[config.mk]
export PLATFORM = sky130hd
export DESIGN_NAME = reset_sequencer
export DESIGN_NICKNAME = d
export VERILOG_FILES = /design/src/rtl/reset_sequencer.sv
export SDC_FILE = /design/constraint.sdc
export NUM_CORES = 1
export LEC_CHECK = 0
export CAP_MARGIN = 10
export CORE_MARGIN = 2
export CORE_UTILIZATION = 55
export CTS_BUF_LIST = sky130_fd_sc_hd__clkbuf_16
export DETAILED_ROUTE_END_ITERATION = 6
export GPL_ROUTABILITY_DRIVEN = 0
export HOLD_SLACK_MARGIN = 0.12
export PLACE_DENSITY = 0.83
export SLEW_MARGIN = 10
export SYNTH_ARGS = -nofsm -noshare
export SYNTH_HDL_FRONTEND = slang
export SYNTH_SLANG_ARGS = --single-unit
[constraint.sdc]
create_clock -name clk -period 2 [get_ports clk]
set_input_delay 0.4 -clock clk [delete_from_list [all_inputs] [get_ports clk]]
set_output_delay 0.4 -clock clk [all_outputs]
set_load 0.005 [all_outputs]
[src/rtl/reset_sequencer.sv]
// Staged reset release: holds every subsystem in reset, then frees them one at a
// time in index order, each gated on its ready acknowledge or a per-stage timeout.
module reset_sequencer #(
   parameter int STAGES      = 3,
   parameter int HOLD_CYCLES = 16,
   parameter int TIMEOUT     = 1024
) (
   input  logic                      clk,
   input  logic                      reset,
   input  logic                      req_reset,
   input  logic [STAGES-1:0]         stage_ready,
   output logic [STAGES-1:0]         stage_reset,
   output logic                      busy,
   output logic                      done,
   output logic                      timeout_err,
   output logic [$clog2(STAGES)-1:0] err_stage
);
   localparam int IW = $clog2(STAGES);
   localparam int HW = $clog2(HOLD_CYCLES + 1);
   localparam int WW = (TIMEOUT == 0) ? 1 : $clog2(TIMEOUT + 1);
   localparam logic [IW-1:0] LAST      = IW'(STAGES - 1);
   localparam logic [HW-1:0] HOLD_LAST = HW'(HOLD_CYCLES - 1);
   localparam logic [WW-1:0] WAIT_LAST = (TIMEOUT == 0) ? '0 : WW'(TIMEOUT - 1);

   typedef enum logic [1:0] {S_HOLD, S_WAIT, S_DONE} state_t;

   state_t            state, state_n;
   logic [IW-1:0]     idx, idx_n;
   logic [HW-1:0]     hold_cnt, hold_n;
   logic [WW-1:0]     wait_cnt, wait_n;
   logic [STAGES-1:0] sreset_n;
   logic              busy_n, done_n, terr_n;
   logic [IW-1:0]     estage_n;
   logic              ready_i, expire;

   always_ff @(posedge clk) begin
      if (reset) begin
         state       <= S_HOLD;
         idx         <= '0;
         hold_cnt    <= '0;
         wait_cnt    <= '0;
         stage_reset <= '1;
         busy        <= 1'b1;
         done        <= 1'b0;
         timeout_err <= 1'b0;
         err_stage   <= '0;
      end else begin
         state       <= state_n;
         idx         <= idx_n;
         hold_cnt    <= hold_n;
         wait_cnt    <= wait_n;
         stage_reset <= sreset_n;
         busy        <= busy_n;
         done        <= done_n;
         timeout_err <= terr_n;
         err_stage   <= estage_n;
      end
   end

   always_comb begin
      state_n  = state;
      idx_n    = idx;
      hold_n   = hold_cnt;
      wait_n   = wait_cnt;
      sreset_n = stage_reset;
      busy_n   = busy;
      done_n   = done;
      terr_n   = timeout_err;
      estage_n = err_stage;
      ready_i  = stage_ready[idx];
      expire   = (TIMEOUT != 0) && (wait_cnt == WAIT_LAST);

      if (req_reset) begin
         state_n  = S_HOLD;
         idx_n    = '0;
         hold_n   = '0;
         wait_n   = '0;
         sreset_n = '1;
         busy_n   = 1'b1;
         done_n   = 1'b0;
         terr_n   = 1'b0;
         estage_n = '0;
      end else begin
         case (state)
            S_HOLD: begin
               if (hold_cnt == HOLD_LAST) begin
                  hold_n      = '0;
                  idx_n       = '0;
                  sreset_n[0] = 1'b0;
                  state_n     = S_WAIT;
               end else begin
                  hold_n = hold_cnt + 1'b1;
               end
            end
            S_WAIT: begin
               // A ready that coincides with expiry wins, so no error is flagged.
               if (ready_i || expire) begin
                  wait_n = '0;
                  if (!ready_i) begin
                     terr_n = 1'b1;
                     if (!timeout_err) estage_n = idx;
                  end
                  if (idx == LAST) begin
                     state_n = S_DONE;
                     busy_n  = 1'b0;
                     done_n  = 1'b1;
                  end else begin
                     idx_n                 = idx + 1'b1;
                     sreset_n[idx + 1'b1]  = 1'b0;
                  end
               end else if (wait_cnt != '1) begin
                  wait_n = wait_cnt + 1'b1;
               end
            end
            default: ;
         endcase
      end
   end
endmodule

== Word-level counts from Yosys, hierarchy flattened ==
Cells that the tools add are included.
Storage, ports and cells
  register bits: 28
  input port bits: 6
  logic and storage cells: 62
  output and inout bits: 8
Operators by class
  reduce and logical (&&, ||, !) cells: 13
  add/subtract/negate cells: 3
  bitwise operators: 5
  $lt $le $gt $ge: 3
  equality and inequality tests: 9
  muxes and demuxes: 19
Operators by type and width (count)
  $mux 11: 2
  $mux 2: 6
  $reduce_and 4->1: 3
  $add 11x1->11 const B: 1
  $eq 11x10->1 const B: 1
  $ne 11x11->1 const B: 1
  $reduce_and 3->1: 3
  $ne 2x2->1 const B: 4
  $pmux 2 s2: 2
  $lt 2x3->1 const B: 2
  $add 5x1->5 const B: 1
  $eq 5x4->1 const B: 1
  $mux 1: 5
  $mux 5: 1
  $reduce_bool 2->1: 2
  $and 3x3->3: 1
  $not 1->1: 3
  $not 3->3: 1
  $add 2x1->2 const B: 1
  $bmux 1 s2: 1
  $demux 1 s2: 1
  $eq 2x1->1 const B: 1
  $eq 2x2->1 const B: 1
  $ge 2x1->1 const B: 1
  other kinds (6): 6

== Logic depth before layout (Yosys ltp) ==
Gate-level depths: netlist (run 1).
  word-level depth: 10
  depth in mapped cells: 6
  mapped depth without buffers: 6

== Least setup slack after synthesis (run 1) ==
No wires, ideal clock.
  path kind: register -> register
  start: register wait_cnt[0]
  end: register wait_cnt[7]
  required time: 1.880 ns
  setup time: 0.120 ns
  buffers on the path: 0
  period minus slack after synthesis: 1.626 ns
  setup slack: 0.374 ns
  data arrival time: 1.506 ns
  stages on the path, launching flop included: 7
  cells stage by stage: dfxtp_1 ha_1 nand3_2 or3_4 o2111ai_1 xor2_1 nor2_1
On the way
  cells in the longest elaborated chain, start to end: 4
  elaborated cells on any way between the ends: 8
  those cells by class: 1 x add/sub; 2 x eq/ne; 2 x mux; 3 x reduce/logical
Ends and longest elaborated chain
  start: declaration: RTL line 30  | logic [WW-1:0] wait_cnt, wait_n;
  start signal: assignment: RTL line 51  | wait_cnt <= wait_n;
  parallel branches: the longest is 4 deep, another holds $add 11x1->11
Parallel ways; which one is timed is not known. The select of a mux whose other input is x is not followed.
A chain may end at the register's enable or synchronous reset.

== Worst setup path in the final report (run 1) ==
  start: register wait_cnt[0]
  end: register idx[0]
On the way
  cells in the longest elaborated chain, start to end: 4
Ends and longest elaborated chain
  $eq 11x10->1: RTL line 71  | expire = (TIMEOUT != 0) && (wait_cnt == WAIT_LAST);
  $logic_or 1x1->1: RTL line 97  | if (ready_i || expire) begin
  $ne 2x2->1 (no line)
  $reduce_and 4->1 (no line)
  end signal: assignment: RTL line 49  | idx <= idx_n;
  end: declaration: RTL line 28  | logic [IW-1:0] idx, idx_n;
No other way between the ends.

==> results by group, run 1 <==
Floorplan
  – Die Ht: roughly 53 µm
  – Chip width: approximately 53 µm
  – Starting density of the core: 59.1%
  – I/O pin count: 14
  – Die area: around 2800 µm²
  – CORE AREA: 2250 µm²
  – Rows: 17

Setup path
  – CP max FO: 6
  – Critical Path RT: between 2000 and 2500 ps
  – Crit path DAT: roughly 2000 ps
  – CP Launch Type: flop
  – Kind of critical path: reg2reg
  – CP endpoint kind: flop

Pwr
  – Worst vdd ir: 0.000593 V
  – PwrDens: 662 nW/µm²
  – Total power: approximately 1.0 mW
  – P_leak: 0.548 nW

Synthesis
  – Synthesized flop and latch total: 28
  – Syn avg cell area: 9.00 µm²
  – Syn nets: 160
  – Syn Inst Count: 148
  – Yosys cell types: 40
  – Mapped cell area: 1330 µm²
  – Ys async rst share: 0%
  – Seq/Total Area, Yosys: 42.1%
  – Top FF cell, synth: dfxtp_1
  – Number of synthesized flops with an enable pin: 0
  – Synth warn: 0

STA
  – Hold Slack: 433 ps
  – Final Hold Vio Count: 0
  – Setup WS post-layout: roughly 170 ps
  – Minimum clock period: 1830 ps
  – Setup_tns: 0 ps
  – Slew Limit Fails: 0
  – RSZ-0062 raised after global routing: false
  – Highest Clock Rate: between 500 and 600 MHz
  – Final setup viols: 0
  – Worst Skew: 3.69 ps
  – Final worst path period share: 91.4%
  – Slew @ Worst Pin: 560 ps
  – Slew Limit Headroom: 62.7%

Clock tree
  – Worst-Skew Late Latency: 260 ps
  – Root Driver: clkbuf_16
  – Clock Tree Buf Depth: 2
  – Sink Count: 28
  – Post-CTS Hold Buffers: 0
  – Clk slew on worst S/H paths: ~70 ps
  – CTS tree: done
  – Num CTS Buffers: 3
  – H-tree depth: 1

GRT
  – Initial antenna violation count: 0
  – Total gr overflow: 0
  – Largest net degree at the start of global routing: 15
  – Total GRT Usage: 23.5%
  – Vias in the first global route: 1078
  – First-pass GRT wire length: a little under 5 mm

Outcome
  – Status: finished, final reports clean

Drt
  – Initial DRC Count: 15
  – Final ANT Viol Nets: 0
  – Routed vias/inst: slightly below 6
  – Final wirelength: approximately 2.8 mm
  – Drt wl/cell: 14.9 µm
  – M1 wire length: 1.28 mm
  – Met3 wire length: ~57 µm
  – Routed met2 length: 1.44 mm
  – Via count: ~1100
  – Top Layer Used: met4
  – Post-route DRC violation count: 0
  – Pre-Repair DR Iteration Count: 4

Place
  – Placed inst area: 1500 µm²
  – Post-DP HPWL: 2.02 mm
  – I/O Buffers: 13
  – Dpl ws: 47.9 ps
  – Cell total after placement: approximately 190

Cells and area
  – Area added between synthesis and finish: 18.7%
  – Core Util, Final: 70.1%
  – Final nets: 177
  – ANT cells: 0
  – Layout cells sized above 1: under 10%
  – Cell Count, Final, Fillers Out: 191
  – Post-route design area: 1580 µm²

Run
  – Max cap viols: 0

Hold path
  – Hold WC Path Type: reg2reg
-- worst max-delay path, cell delays in order (launching register included) --
cell,delay (ps)
dfxtp_1,380
ha_1,230
nand3_2,160
nor4_4,360
o21ai_2,150
or3_1,330
a21oi_1,150
-- placed cells by master (no fill, tap or decap), drive strengths merged, types with 2 or more instances in the layout --
master / n
inv: 4
dfxtp: 28
o21ai: 13
a31oi: 3
or4: 2
xor2: 6
o2111ai: 3
ha: 6
nand2: 12
nor2: 24
o211ai: 2
buf: 3
clkdlybuf4s50: 13
a311oi: 2
nand3b: 2
mux2i: 4
or2: 2
or3: 2
a41oi: 2
nand3: 4
clkbuf: 3
nor4: 2
nor3: 2
a21oi: 8
o21a: 2
-- logic make-up (layout without fill, tap and decap cells) --
family,Yosys count,in the layout,share of synthesized area [%]
xor gates and xnor gates,6,6,3.94
and+or+nand+nor,57,57,23.6
AOI/OAI and AO/OA,39,39,19.4
muxes,4,4,3.00
DFF,28,28,42.1
adders and majority gates,6,6,5.63
buffers and inverters,8,23,2.35
-- timing repair --
action / CTS / global route
buffers inserted: 0 / 0
setup endpoints to repair: 0 / 3
gates resized for setup: 0 / 1
-- routing by layer --
layer	global-route usage (%)	up-vias
li1	-	567
met1	26.9	543
met2	41.4	13
met3	5.37	9
met4	9.83	0
met5	0	-
-- worst paths after layout --
check | startpoint | to | slack, ps | depth (start not counted)
max | wait_cnt[0]$_SDFFE_PP0P_ | idx[0]$_SDFFE_PP0P_ | 170 | 6
max reg2reg | wait_cnt[0]$_SDFFE_PP0P_ | idx[0]$_SDFFE_PP0P_ | 170 | 6
min reg2reg | hold_cnt[4]$_SDFFE_PP0N_ | hold_cnt[4]$_SDFFE_PP0N_ | 430 | 2
min | hold_cnt[4]$_SDFFE_PP0N_ | hold_cnt[4]$_SDFFE_PP0N_ | 430 | 2
-- where the power goes --
group | internal, mW | switching [mW]
sequential | 0.559 | 0.00233
clock | 0.265 | 0.184
combinational | 0.0163 | 0.0185
-- cell usage after synthesis, types with 2 or more instances --
master,n,area (µm²)
nor2_1,24,90.1
nor3_1,2,10.0
a41oi_1,2,17.5
clkbuf_1,3,11.3
ha_1,6,75.1
dfxtp_1,28,561
a311oi_1,2,17.5
xor2_1,6,52.6
o21ai_2,2,17.5
mux2i_1,4,40.0
o21ai_0,10,50.1
o21a_1,2,15.0
a21oi_1,8,40.0
nand3b_1,2,15.0
nand2_1,12,45.0
nand3_1,3,15.0
or4_1,2,15.0
o2111ai_1,3,26.3
inv_1,4,15.0
a31oi_1,3,18.8
-- state kept, by name, indices dropped and copies added, names as in the netlist --
name and count:
hold_cnt 5, done 1, idx 2, timeout_err 1
busy 1, state 2, wait_cnt 11, stage_reset 3
err_stage 2
-- final cells by class --
cell class                      instances  area [µm²]
Sequential cell                        28         561
Multi-Input combinational cell        112         743
Tap cell                               28        35.0
Fill cell                             186         673
Timing Repair Buffer                   16         153
Clock buffer                            3        75.1
Inverter                                4        15.0
Note: power is estimated with default switching activity, not from simulation.
==> run 2, diff against run 1 <==
--- a/config.mk
+++ b/config.mk
@@ -10,7 +10,6 @@
 export CORE_UTILIZATION = 55
 export CTS_BUF_LIST = sky130_fd_sc_hd__clkbuf_16
 export DETAILED_ROUTE_END_ITERATION = 6
-export GPL_ROUTABILITY_DRIVEN = 0
 export HOLD_SLACK_MARGIN = 0.12
 export PLACE_DENSITY = 0.83
 export SLEW_MARGIN = 10
==> results of run 2 <==
Same layout as run 1: the final DEF is identical, and so are final timing and power.
